<file path="src/rtl/audio_dac_tx.sv">
// Dual-channel 12-bit serial DAC transmitter (DAC121S101 frame format, shared sync/sclk).
// Optional macro AUDIO_DAC_SIGNED_IN_EN: accept two's-complement samples and convert to offset-binary.
module audio_dac_tx #(
    parameter int CLK_DIV    = 4,
    parameter int GAP_CYCLES = 2
) (
    input  logic        clk,
    input  logic        rst_n,
    input  logic        s_valid,
    output logic        s_ready,
    input  logic [11:0] s_data_a,
    input  logic [11:0] s_data_b,
    input  logic [1:0]  pd_mode,
    output logic        dac_sync_n,
    output logic        dac_sclk,
    output logic        dac_din_a,
    output logic        dac_din_b,
    output logic        busy
);

    localparam int DW = $clog2(2 * CLK_DIV);
    localparam int GW = (GAP_CYCLES > 1) ? $clog2(GAP_CYCLES) : 1;
    localparam logic [DW-1:0] HALF_LAST = DW'(CLK_DIV - 1);
    localparam logic [DW-1:0] BIT_LAST  = DW'(2 * CLK_DIV - 1);
    localparam logic [GW-1:0] GAP_LAST  = GW'(GAP_CYCLES - 1);

`ifdef AUDIO_DAC_SIGNED_IN_EN
    localparam logic [11:0] SIGN_MASK = 12'h800;
`else
    localparam logic [11:0] SIGN_MASK = 12'h000;
`endif

    typedef enum logic [1:0] {IDLE, SHIFT, GAP} state_t;

    state_t          state, state_d;
    logic [DW-1:0]   div_cnt, div_d;
    logic [3:0]      bit_cnt, bit_d;
    logic [GW-1:0]   gap_cnt, gap_d;
    logic [15:0]     sh_a, sh_a_d, sh_b, sh_b_d;
    logic            sync_q, sync_d, sclk_q, sclk_d;
    logic            din_a_q, din_a_d, din_b_q, din_b_d;
    logic [11:0]     pend_a, pend_b;
    logic            pend_full;
    logic            load;

    assign s_ready    = !pend_full;
    assign dac_sync_n = sync_q;
    assign dac_sclk   = sclk_q;
    assign dac_din_a  = din_a_q;
    assign dac_din_b  = din_b_q;
    assign busy       = (state != IDLE);

    // Holding register; a load and an accept never coincide since s_ready is low whenever a load is possible.
    always_ff @(posedge clk or negedge rst_n) begin
        if (!rst_n) begin
            pend_full <= 1'b0;
            pend_a    <= '0;
            pend_b    <= '0;
        end else if (load) begin
            pend_full <= 1'b0;
        end else if (s_valid && !pend_full) begin
            pend_full <= 1'b1;
            pend_a    <= s_data_a ^ SIGN_MASK;
            pend_b    <= s_data_b ^ SIGN_MASK;
        end
    end

    always_ff @(posedge clk or negedge rst_n) begin
        if (!rst_n) begin
            state   <= IDLE;
            div_cnt <= '0;
            bit_cnt <= '0;
            gap_cnt <= '0;
            sh_a    <= '0;
            sh_b    <= '0;
            sync_q  <= 1'b1;
            sclk_q  <= 1'b1;
            din_a_q <= 1'b0;
            din_b_q <= 1'b0;
        end else begin
            state   <= state_d;
            div_cnt <= div_d;
            bit_cnt <= bit_d;
            gap_cnt <= gap_d;
            sh_a    <= sh_a_d;
            sh_b    <= sh_b_d;
            sync_q  <= sync_d;
            sclk_q  <= sclk_d;
            din_a_q <= din_a_d;
            din_b_q <= din_b_d;
        end
    end

    always_comb begin
        state_d = state;
        div_d   = div_cnt;
        bit_d   = bit_cnt;
        gap_d   = gap_cnt;
        sh_a_d  = sh_a;
        sh_b_d  = sh_b;
        sync_d  = sync_q;
        sclk_d  = sclk_q;
        din_a_d = din_a_q;
        din_b_d = din_b_q;
        load    = 1'b0;
        case (state)
            IDLE: begin
                sync_d = 1'b1;
                sclk_d = 1'b1;
                if (pend_full) begin
                    load    = 1'b1;
                    state_d = SHIFT;
                    div_d   = '0;
                    bit_d   = 4'd15;
                    sh_a_d  = {2'b00, pd_mode, pend_a};
                    sh_b_d  = {2'b00, pd_mode, pend_b};
                    din_a_d = sh_a_d[15];
                    din_b_d = sh_b_d[15];
                    sync_d  = 1'b0;
                end
            end
            SHIFT: begin
                div_d = div_cnt + 1'b1;
                if (div_cnt == HALF_LAST)
                    sclk_d = 1'b0;
                // End of a bit period: sclk rises and the next bit is presented on the same edge.
                if (div_cnt == BIT_LAST) begin
                    div_d  = '0;
                    sclk_d = 1'b1;
                    if (bit_cnt == 4'd0) begin
                        state_d = GAP;
                        sync_d  = 1'b1;
                        gap_d   = '0;
                        din_a_d = 1'b0;
                        din_b_d = 1'b0;
                    end else begin
                        bit_d   = bit_cnt - 1'b1;
                        sh_a_d  = {sh_a[14:0], 1'b0};
                        sh_b_d  = {sh_b[14:0], 1'b0};
                        din_a_d = sh_a[14];
                        din_b_d = sh_b[14];
                    end
                end
            end
            GAP: begin
                gap_d = gap_cnt + 1'b1;
                if (gap_cnt == GAP_LAST)
                    state_d = IDLE;
            end
            default: state_d = IDLE;
        endcase
    end

endmodule

</file>
<file path="config.mk">
export PLATFORM = sky130hd
export DESIGN_NAME = audio_dac_tx
export DESIGN_NICKNAME = d
export VERILOG_FILES = /design/src/rtl/audio_dac_tx.sv
export SDC_FILE = /design/constraint.sdc
export NUM_CORES = 1
export LEC_CHECK = 0
export BUFFER_PORTS_ARGS = -buffer_cell sky130_fd_sc_hd__buf_4
export CAP_MARGIN = 10
export CELL_PAD_IN_SITES_DETAIL_PLACEMENT = 0
export CELL_PAD_IN_SITES_GLOBAL_PLACEMENT = 2
export CORE_MARGIN = 4
export CORE_UTILIZATION = 44
export CTS_CLUSTER_DIAMETER = 120
export DETAILED_ROUTE_END_ITERATION = 8
export GPL_TIMING_DRIVEN = 0
export HOLD_SLACK_MARGIN = 0.1
export PLACE_DENSITY = 0.94
export SYNTH_ARGS = -nofsm -noshare
export SYNTH_HDL_FRONTEND = slang
export SYNTH_SLANG_ARGS = --single-unit
</file>
<file path="constraint.sdc">
create_clock -name clk -period 4.5 [get_ports clk]
set_input_delay 0.45 -clock clk [delete_from_list [all_inputs] [get_ports clk]]
set_output_delay 0.45 -clock clk [all_outputs]
set_load 0.05 [all_outputs]
</file>
Word-level counts from Yosys, hierarchy flattened --
Cells that the tools add are included.
Cells by class: $add $sub $neg 3, reductions and logical operators 16, multiplexer cells 41, bitwise logic cells 1, equality and inequality tests 10
Operators by type and width (number):
- 2-to-1 mux 15 bit | 6
- case mux 15 bit (2 select lines) | 2
- 2-to-1 mux 1 bit | 16
- 2-to-1 mux 4 bit | 3
- != test 2 bit, second input constant | 5
- case mux 1 bit (2 select lines) | 5
- AND reduction 3 bit | 3
- 2-to-1 mux 2 bit | 4
- case mux 4 bit (2 select lines) | 1
- AND reduction 4 bit | 2
- nonzero test 2 bit | 4
- 2-to-1 mux 3 bit | 2
- case mux 2 bit (3 select lines) | 1
- case mux 3 bit (2 select lines) | 1
- AND reduction 2 bit | 3
- zero test 4 bit | 1
- subtractor 4 x 1 -> 4 bit, second input constant | 1
- adder 3 x 1 -> 3 bit, second input constant | 1
- equality test 3 x 2 -> 1 bit, second input constant | 1
- equality test 3 bit, second input constant | 1
- != test 3 bit, second input constant | 1
- equality test 2 x 1 -> 1 bit, second input constant | 1
- equality test 2 bit, second input constant | 1
- zero test 2 bit | 1
- other kinds (4) | 4
Storage, ports and cells: flip-flop bits (word level) 69, output and inout bits 6

Logic depth before layout (Yosys ltp) --
Gate-level depths: netlist (run 1).
word-level depth 4, gate-level depth with buffers 7, mapped depth without buffers 5

Worst setup path before layout (run 1) --
No wires, ideal clock.
kind register -> register, from register div_cnt[0], to register sh_a[10], arrival 1703 ps, cell stages (with the launch flop) 8, library setup time 125 ps, slack 2671 ps, cell sequence dfrtp_1 > ha_1 > ha_1 > mux2i_1 > a211oi_2 > buf_6 > buf_6 > mux2_4
Between the ends: cells in the longest elaborated chain, start to end 3
Ends and longest elaborated chain:
- from (decl) | line 36 | logic [DW-1:0] div_cnt, div_d;
- from (signal assigned) | line 82 | div_cnt <= div_d;
- equality test 3 bit | line 127 | if (div_cnt == BIT_LAST) begin
- != test 2 bit (no line)
- AND reduction 4 bit (no line)
- to (signal assigned) | line 74 | sh_a <= '0;
- to (signal assigned) | line 85 | sh_a <= sh_a_d;
- to (decl) | line 39 | logic [15:0] sh_a, sh_a_d, sh_b, sh_b_d;
No other way between the ends. A chain may end at the register's enable or synchronous reset.

Worst setup path after layout (run 1) --
from register state[1], to output busy
Between the ends: cells in the longest elaborated chain, start to end 1
Ends and longest elaborated chain:
- from (decl) | line 35 | state_t state, state_d;
- from (signal assigned) | line 81 | state <= state_d;
- nonzero test 2 bit | line 51 | assign busy = (state != IDLE);
- to (decl) | line 18 | output logic busy
No other way between the ends.

==> summary.md, run 1 <==
| Metric | Value |
|---|---|
| Largest net degree at the start of global routing | 70 |
| Critical path data required time | 4.05 ns |
| Port bufs | 34 |
| F_max | 0.479 GHz |
| Synth unique cells | 45 |
| Relative slew slack | 42.4% |
| Clock Latency Late Sink | 0.33 ns |
| Yosys reg bits | about 70 |
| Num rows | 30 |
| Post-DP HPWL | 3.84 mm |
| Final Hold Fails | 0 |
| Routed Antenna Nets | 0 |
| Tot GR Track Use | 14.6% |
| Yosys top cell area share | approximately half |
| Sequential-to-total area share from yosys stat | 53.6% |
| Crit path arrival time | 1.64 ns |
| Total CTS buffers | 9 |
| Final #Nets | approximately 310 |
| Clock root cell | clkbuf_8 |
| Die width | 93.6 µm |
| Fin crit share | 46.4% |
| Asr flop ratio synth | 100% |
| CP Launch Type | register |
| Area growth from synthesis to layout | 19.0% |
| First-pass GRT wire length | 9.96 mm |
| Vias | between 1,500 and 2,000 |
| Max-cap violations | 0 |
| Switching power | 0.766 mW |
| Number of synthesized flops with an enable pin | 0 |
| Final setup violation count | 0 |
| CP Max Fanout | 10 |
| Min Clock Period, post-route | 2.09 ns |
| Hold crit path type | in -> async |
| Total routed wirelength | roughly 5.7 mm |
| Congestion Overflow GR | 0 |
| Total Power | 2.57 mW |
| Ys flop type | dfrtp_1 |
| Slew @ Worst Pin | 0.864 ns |
| CTS Hold Bufs | 0 |
| Post-Layout Inst Area | 3840 µm² |
| Clk sinks | 69 |
| DR DRC count | 0 |
| Setup tns final | 0 ns |
| Synthesized area | 3230 µm² |
| Met3 Use GR | 3.06% |
| Ports | 35 |
| Grt peak-use layer | met2 |
| Routed length per instance | 15.3 µm |
| Register area | between 1500 and 2000 µm² |
| CTS tree | yes |
| # fillers | 597 |
| Die H | 93.6 µm |
| Syn_nets | between 200 and 300 |
| GPL Wtd Cong | 0.731 |
| Antenna Cells | 0 |
| First-pass DRT Iterations | 4 |
| Mean Syn Cell Area | 14.1 µm² |
| Crit Path Class | reg -> out |
| DR iter-0 viols | 56 |
| Max-slew violation count | 0 |
| Multi-input logic area | 1370 µm² |
| Net Sw Frac | slightly below 30% |
| Initial antenna violation count | 0 |
| Gate power share | between 30% and 40% |
| Clk pwr share | 23.1% |
| Seq pwr share | 41.5% |
| Grt met1 use | 20.4% |
| H-tree depth | 3 |
| Post-Route Skew | 0.00701 ns |
| Crit end category | output port |
| Leakage | between 1.5 and 2 nW |
| Core Area | 6940 µm² |
| Die ar. | 8760 µm² |
| Area after DPL | 3600 µm² |
| Clk pin slew, worst setup/hold paths | about 0.07 ns |
| Share of cells above drive strength 1 | 48.9% |
| Cells after Synth | 229 |
| Cell taking the most area after synthesis | dfrtp_1 |
| Grt met2 use | 21.7% |
| Yosys warnings | 0 |
| Vias in the first global route | approximately 2,000 |
| Vias per cell | 5.18 |
| Initial Utilization | 46.5% |
| VDD IR max | between 0.3 and 0.4 mV |
| Outcome | complete, no violations |
| Post-CTS setup buffer count | 0 |
| P per Cell Area | 669 nW/µm² |
| P_int | 1.80 mW |
| Post_cts resized | 0 |
| RSZ-0062 raised after global routing | false |
| Top post-synthesis cells by area | dfrtp_1 52%, mux2_2 21%, mux2_4 6.1% |
| CTS Buffer Depth | 2 |
power groups by stage:
stage,Combinational (mW),Clock [mW],Sequential [mW]
after global placement,0.889,0,1.07
after detailed placement,0.917,0,1.07
after CTS,0.922,0.609,1.07
final,0.908,0.594,1.07
after floorplan,0.712,0,1.06
after global routing,0.997,0.638,1.10
cell families after synthesis:
kind of cell | synth area share (%)
multiplexers | 28.7
flip-flops | 53.6
AO/OA/AOI/OAI | 6.63
AND/OR/NAND/NOR | 5.66
buffers and inverters | 3.88
adder cells (fa/ha/maj) | 1.55
metrics by stage:
step                worst slack [ns]  util (%)  std cells  hold WS [ns]
floorplan                       2.67         -        229         0.154
global placement                2.46      51.9        359         0.467
detailed placement              2.47      51.9        359         0.477
CTS                             2.37      55.3        374         0.251
global route                    2.24      55.3        374         0.295
finish                          2.41      55.3        374         0.231
area by class of cell:
cell class                 count  share of cell area [%]
sequential                    69                    45.1
timing repair buffer          34                    6.65
buffer                        15                    2.58
tap                           96                    3.13
inverter                       7                   0.685
multi-input combinational    138                    35.7
clock inverter                 6                    2.93
clock buffer                   9                    3.23
worst max-delay path, stage by stage, from the launching register on:
cell	delay (ns)
dfrtp_1	0.49
clkbuf_1	0.37
nor2_1	0.11
inv_1	0.12
buf_4	0.21
worst paths after layout:
kind / from / to / slack [ns] / depth (start not counted)
setup / recovery: state[1] / busy / 2.41 / 4
hold / removal: rst_n / pend_b[8] / 0.23 / 1
setup reg to reg: div_cnt[0] / sh_a[10] / 2.47 / 7
hold reg to reg: sh_b[8] / sh_b[8] / 0.49 / 1
max in group asynchronous: rst_n / div_cnt[0] / 3.71 / 1
min in group clk: s_data_b[0] / pend_b[0] / 0.34 / 2
state kept, by name, indices dropped and copies added (netlist names), 2 cells and up:
| register | cells |
|---|---|
| div_cnt | 3 |
| pend_a | 12 |
| pend_b | 12 |
| bit_cnt | 4 |
| sh_a | 15 |
| state | 2 |
| sh_b | 15 |
layer usage:
layer | up-vias | share of wire, %
met4 | 0 | 1.7
met3 | 9 | 3.4
met5 | - | 0
li1 | 921 | -
met2 | 30 | 46
met1 | 976 | 49
cell usage in the layout (no fill, tap or decap), types with 2 or more instances in the layout:
| cell type | n |
|---|---|
| buf_6 | 5 |
| clkbuf_1 | 6 |
| clkinv_4 | 2 |
| a21o_1 | 2 |
| o211ai_1 | 2 |
| dfrtp_1 | 67 |
| nand3_1 | 6 |
| a22o_1 | 4 |
| buf_2 | 4 |
| nand2_1 | 3 |
| bufinv_16 | 3 |
| buf_4 | 34 |
| ha_1 | 4 |
| mux2i_1 | 2 |
| nor2_1 | 3 |
| dfstp_2 | 2 |
| nand3b_1 | 2 |
| mux2_1 | 3 |
| o21ai_0 | 3 |
| a21oi_1 | 3 |
| mux2_2 | 60 |
| o2bb2ai_1 | 2 |
| clkbuf_8 | 9 |
| inv_1 | 7 |
| mux2_4 | 13 |
| nand2b_1 | 3 |
Yosys cell counts (3+ instances only):
| cell type | instances |
|---|---|
| a21oi_1 | 3 |
| a22o_1 | 4 |
| buf_2 | 4 |
| buf_6 | 5 |
| clkbuf_1 | 6 |
| dfrtp_1 | 67 |
| ha_1 | 4 |
| inv_1 | 7 |
| mux2_1 | 3 |
| mux2_2 | 60 |
| mux2_4 | 13 |
| nand2_1 | 3 |
| nand2b_1 | 3 |
| nand3_1 | 6 |
| nor2_1 | 3 |
| o21ai_0 | 3 |
Note: power is estimated with default switching activity, not from simulation.
==> inputs of run 2 (changes only) <==
--- a/config.mk
+++ b/config.mk
@@ -10,12 +10,12 @@
 export CELL_PAD_IN_SITES_DETAIL_PLACEMENT = 0
 export CELL_PAD_IN_SITES_GLOBAL_PLACEMENT = 2
 export CORE_MARGIN = 4
-export CORE_UTILIZATION = 44
+export CORE_UTILIZATION = 41
 export CTS_CLUSTER_DIAMETER = 120
 export DETAILED_ROUTE_END_ITERATION = 8
 export GPL_TIMING_DRIVEN = 0
 export HOLD_SLACK_MARGIN = 0.1
-export PLACE_DENSITY = 0.94
+export PLACE_DENSITY = 0.89
 export SYNTH_ARGS = -nofsm -noshare
 export SYNTH_HDL_FRONTEND = slang
 export SYNTH_SLANG_ARGS = --single-unit
==> constraint.sdc (replaced) <==
create_clock -name clk -period 2.1 [get_ports clk]
set_input_delay 0.21 -clock clk [delete_from_list [all_inputs] [get_ports clk]]
set_output_delay 0.21 -clock clk [all_outputs]
set_load 0.05 [all_outputs]
==> summary.md, run 2 (synthesized netlist as in run 1, its figures left out) <==
| Metric | Value |
|---|---|
| Switching power | 1.67 mW (+120%) |
| Initial Utilization | 42.0% (-4.5 points) |
| Die H | 96.7 µm (+3.3%) |
| Max-cap violations | 0 (unchanged) |
| Net Sw Frac | 30.7% (+0.83 points) |
| CP Launch Type | register |
| Clock root cell | clkbuf_8 |
| Min Clock Period, post-route | around 2.0 ns |
| Seq pwr share | 41.7% (+0.2 points) |
| Final setup violation count | 0 (unchanged) |
| P per Cell Area | 1340 nW/µm² (+100%) |
| Clk pwr share | 21.6% (-1.5 points) |
| VDD IR max | 0.655 mV (+100%) |
| Die width | 96.7 µm (+3.3%) |
| Gate power share | 36.6% (+1.2 points) |
| First-pass DRT Iterations | 4 (unchanged) |
| Relative slew slack | 42.4% (about the same) |
| Vias | 2,023 (+4.5%) |
| Register area | 1730 µm² (unchanged) |
| GPL Wtd Cong | 0.700 (-4.2%) |
| Layout Utilization | 52.9% (-2.4 points) |
| Top flop regs | sh_a (15), sh_b (15) |
| Commonest non-fill, non-tap cells in the layout | 67 x dfrtp_1, 60 x mux2_2, 34 x buf_4, 24 x dlygate4sd3_1, 13 x mux2_4 |
| Crit end category | register |
| Max-slew violation count | 0 (unchanged) |
| Vias in the first global route | 2,172 (+7.5%) |
| Crit path arrival time | 2.20 ns (+0.56 ns) |
| Tot GR Track Use | 13.6% (-0.96 points) |
| # fillers | 687 (+15%) |
| Final #Nets | 331 (+7.8%) |
| Ports | 35 (unchanged) |
| Antenna Cells | 0 (unchanged) |
| Fin crit share | 94.3% |
| Largest net degree at the start of global routing | 70 (unchanged) |
| Outcome | complete, no violations |
| H-tree depth | 3 (unchanged) |
| CTS tree | yes |
| F_max | approximately 0.51 GHz |
| Post-DP HPWL | 3.85 mm (+0.42%) |
| DR DRC count | 0 (unchanged) |
| Post-Route Skew | 0.00920 ns (+0.00219 ns) |
| Hold crit path type | in -> reg |
| Clk sinks | 69 (unchanged) |
| CTS Buffer Depth | 2 (unchanged) |
| CP Max Fanout | 10 (unchanged) |
| Total routed wirelength | 5.94 mm (+3.7%) |
| Vias per cell | 5.01 (-3.3%) |
| Die ar. | 9350 µm² (+6.7%) |
| P_int | 3.77 mW (+110%) |
| Port bufs | 34 (unchanged) |
| Clock Latency Late Sink | 0.34 ns (about the same) |
| Num rows | 32 (+6.7%) |
| Multi-input logic area | 1380 µm² (+0.27%) |
| Final Hold Fails | 0 (unchanged) |
| DR iter-0 viols | 63 (+13%) |
| Critical path data required time | 2.32 ns (-1.73 ns) |
| Initial antenna violation count | 0 (unchanged) |
| First-pass GRT wire length | 10.4 mm (+4.4%) |
| Total CTS buffers | 9 (unchanged) |
| Area growth from synthesis to layout | 26.0% |
| Setup tns final | 0 ns (unchanged) |
| Crit Path Class | reg -> reg |
| Share of cells above drive strength 1 | 45.4% (-3.6 points) |
| Congestion Overflow GR | 0 (unchanged) |
| Slew @ Worst Pin | 0.865 ns (+0.000132 ns) |
| Leakage | 1.90 nW (+4.7%) |
| Post-CTS setup buffer count | 0 (unchanged) |
| Routed Antenna Nets | 0 (unchanged) |
| Clk pin slew, worst setup/hold paths | 0.07 ns (about the same) |
| RSZ-0062 raised after global routing | false |
| Routed length per instance | 14.7 µm (-4.0%) |
| Commonest non-fill, non-tap cell in the layout | dfrtp_1 |
| Core Area | 7690 µm² (+11%) |
-- run 2: layout make-up --
type                       instances  area share [%]
multi-input combinational        138            33.8
clock buffer                       9            3.05
buffer                            15            2.43
tap                              102            3.14
clock inverter                     6            2.16
inverter                           7           0.647
timing repair buffer              58            12.2
sequential                        69            42.5
-- run 2: repair_timing --
| action | 4_1_cts | 5_1_grt |
|---|---|---|
| hold buffers | 23 | 1 |
| resized for setup | 0 | 1 |
| endpoints found under the hold margin | 89 | 1 |
| endpoints found under the setup margin | 0 | 11 |
-- run 2: metal layers --
metal  global-route usage [%]  vias to the layer above  share of wire, %
met5                        0                        -                 0
met4                     6.16                        0               1.9
met3                     2.67                       11               3.0
met2                     21.1                       29                47
met1                     18.5                     1014                48
li1                         -                      969                 -
-- run 2: worst max-delay path, cell delays in order, from the launching register on --
cell and delay, ns:
dfrtp_1 0.36, inv_1 0.08, ha_1 0.26, nor3b_4 0.19, a211oi_2 0.28, buf_6 0.19, buf_6 0.18, mux2_4 0.31
-- run 2: per-stage QoR --
stage / hold WS (ns) / worst slack (ns) / instances / power, mW / instance area (µm²)
2_1_floorplan: -0.0856 / 0.271 / 229 / 3.81 / 3230
3_3_place_gp: 0.386 / 0.0443 / 365 / 4.19 / 3610
3_5_place_dp: 0.386 / 0.0596 / 365 / 4.26 / 3610
4_1_cts: 0.101 / 0.0391 / 403 / 5.51 / 4050
5_1_grt: 0.104 / 0.00829 / 404 / 5.80 / 4060
6_report: 0.117 / 0.120 / 404 / 5.44 / 4060
-- run 2: worst paths after layout --
| path | from | cells past startpoint | slack, ns | endpoint |
|---|---|---|---|---|
| worst min-delay path | s_data_b[11] | 2 | 0.12 | pend_b[11] |
| worst min register to register | sh_b[8] | 1 | 0.49 | sh_b[8] |
| worst max register to register | bit_cnt[0] | 7 | 0.12 | sh_a[9] |
| worst max-delay path | bit_cnt[0] | 7 | 0.12 | sh_a[9] |
| max in group asynchronous | rst_n | 2 | 1.01 | pend_a[8] |
| min in group asynchronous | rst_n | 2 | 0.52 | dac_din_a |
-- run 2: power groups by stage --
stage / combinational [mW] / sequential (mW) / clock (mW)
finish: 1.99 / 2.27 / 1.18
global route: 2.18 / 2.36 / 1.27
CTS: 2.02 / 2.28 / 1.21
detailed placement: 1.96 / 2.30 / 0
global placement: 1.91 / 2.28 / 0
floorplan: 1.53 / 2.28 / 0
==> inputs of run 3 (changes only) <==
--- a/config.mk
+++ b/config.mk
@@ -9,7 +9,6 @@
 export CAP_MARGIN = 10
 export CELL_PAD_IN_SITES_DETAIL_PLACEMENT = 0
 export CELL_PAD_IN_SITES_GLOBAL_PLACEMENT = 2
-export CORE_MARGIN = 4
 export CORE_UTILIZATION = 41
 export CTS_CLUSTER_DIAMETER = 120
 export DETAILED_ROUTE_END_ITERATION = 8
==> summary.md, run 3 (synthesized netlist as in run 1, its figures left out) <==
| Metric | Value |
|---|---|
| Outcome | complete, no violations |
| Total routed wirelength | 5.99 mm (+0.83%) |
| Vias per cell | 5.15 (+2.9%) |
| H-tree depth | 3 (unchanged) |
| GPL Wtd Cong | 0.717 (+2.4%) |
| Final #Nets | 333 (+0.60%) |
| Critical path's slowest cell | mux2_2 |
| DR DRC count | 0 (unchanged) |
| Crit-path leading delay family | buffers and inverters |
| Clk sinks | 69 (unchanged) |
| Initial antenna violation count | 0 (unchanged) |
| Initial Utilization | 43.5% (+1.6 points) |
| Post-Route Skew | 0.00863 ns (-0.000566 ns) |
| Slew @ Worst Pin | 0.865 ns (+0.000110 ns) |
| Layout Cells excl Fill | 403 (-0.25%) |
| F_max | 0.500 GHz (-0.96%) |
| Num rows | 31 (-3.1%) |
| Die width | 90.7 µm (-6.2%) |
| DR iter-0 viols | 107 (+70%) |
| Port bufs | 34 (unchanged) |
| Max-slew violation count | 0 (unchanged) |
| CTS Buffer Depth | 2 (unchanged) |
| Largest net degree at the start of global routing | 70 (unchanged) |
| CTS tree | yes |
| Ports | 35 (unchanged) |
| Max-cap violations | 0 (unchanged) |
| Clk pin slew, worst setup/hold paths | 0.07 ns (about the same) |
| Hold crit path type | in -> reg |
| Crit Path Class | reg -> reg |
| Critical path data required time | 2.33 ns (about the same) |
| Antenna Cells | 0 (unchanged) |
| Relative slew slack | 42.4% (about the same) |
| Final Hold Fails | 0 (unchanged) |
| Vias in the first global route | 2,118 (-2.5%) |
| Area growth from synthesis to layout | 26.6% |
| Layout Utilization | 55.1% (+2.3 points) |
| CP Max Fanout | 10 (unchanged) |
| Total CTS buffers | 9 (unchanged) |
| Tot GR Track Use | 16.0% (+2.4 points) |
| CP Launch Type | register |
| Die ar. | 8230 µm² (-12%) |
| Commonest non-fill, non-tap cells in the layout | 67 x dfrtp_1, 60 x mux2_2, 35 x buf_4, 24 x dlygate4sd3_1, 13 x mux2_4 |
| Crit end category | register |
| Commonest non-fill, non-tap cell in the layout | dfrtp_1 |
| Routed Antenna Nets | 0 (unchanged) |
| Routed length per instance | 14.9 µm (+1.1%) |
| Setup tns final | 0 ns (unchanged) |
| Post-Layout Inst Area | 4080 µm² (+0.49%) |
| P per Cell Area | 1330 nW/µm² (-0.87%) |
| Placed Cells | 362 (-0.82%) |
| Top flop regs | sh_a (15), sh_b (15) |
| Clock root cell | clkbuf_8 |
| First-pass DRT Iterations | 4 (unchanged) |
| Core Area | 7410 µm² (-3.6%) |
| Min Clock Period, post-route | 2.00 ns (+0.0192 ns) |
| Final setup violation count | 0 (unchanged) |
| Area after DPL | 3600 µm² (-0.10%) |
| Slowest Stage Delay on Critical Path | 0.37 ns (about the same) |
| Clock Latency Late Sink | 0.34 ns (about the same) |
| Congestion Overflow GR | 0 (unchanged) |
| Buf/Inv on CP | 2 (-1) |
| Leakage | 1.91 nW (+0.37%) |
| First-pass GRT wire length | 10.3 mm (-1.2%) |
| Vias | 2,076 (+2.6%) |
| VDD IR max | 0.631 mV (-3.7%) |
| Die H | 90.7 µm (-6.2%) |
| Share of cells above drive strength 1 | 45.7% (+0.36 points) |
| Fin crit share | 95.2% (+0.91 points) |
| Post-DP HPWL | 3.78 mm (-1.8%) |
| Crit path arrival time | 2.23 ns (+0.03 ns) |
| RSZ-0062 raised after global routing | false |
| Crit-path cells | inv_1 -> ha_1 -> nor3b_4 -> a211oi_2 -> buf_2 -> mux2_2 |
==> run 3: per-layer routing <==
metal	track usage (%)	vias up	wire [µm]
met1	20.8	1057	2940
li1	-	969	-
met4	8.20	0	119
met3	3.87	10	175
met5	0	-	0
met2	24.9	40	2750
==> run 3: power breakdown <==
group	switching, mW	total, mW	internal, mW
Clock	0.481	1.08	0.602
Combinational	0.826	2.06	1.23
Sequential	0.351	2.28	1.93
==> run 3: path summary, 6_finish.rpt <==
kind                              to  slack, ns         from  cells past startpoint
max                          sh_a[3]       0.10   bit_cnt[0]                      6
min                        pend_a[6]       0.11  s_data_a[6]                      2
max reg2reg                  sh_a[3]       0.10   bit_cnt[0]                      6
min reg2reg                  sh_b[0]       0.48    pend_b[0]                      1
max in group asynchronous  pend_b[0]       1.00        rst_n                      2
min in group asynchronous    sh_b[6]       0.54        rst_n                      2
==> run 3: layout make-up <==
type,count,area [µm²]
multi-input cells,138,1380
plain buffers,15,98.8
repair buffers,60,523
inverters,7,26.3
well taps,99,124
clock buffers,11,151
fillers,623,3320
clock inverters,4,47.5
flip-flops and latches,69,1730
==> run 3: stage by stage <==
| step | power (mW) | hold WS (ns) | setup slack, ns |
|---|---|---|---|
| floorplan | 3.81 | -0.0856 | 0.271 |
| global placement | 4.19 | 0.392 | 0.0241 |
| detailed placement | 4.27 | 0.386 | 0.0260 |
| CTS | 5.41 | 0.101 | 0.00280 |
| global route | 5.78 | 0.105 | 0.000163 |
| finish | 5.42 | 0.111 | 0.101 |
==> run 3: timing repair <==
action | CTS | global route
hold buffers | 23 | 1
resized for setup | 0 | 2
setup buffers | 0 | 2
hold endpoints to repair | 89 | 1
endpoints found under the setup margin | 0 | 18
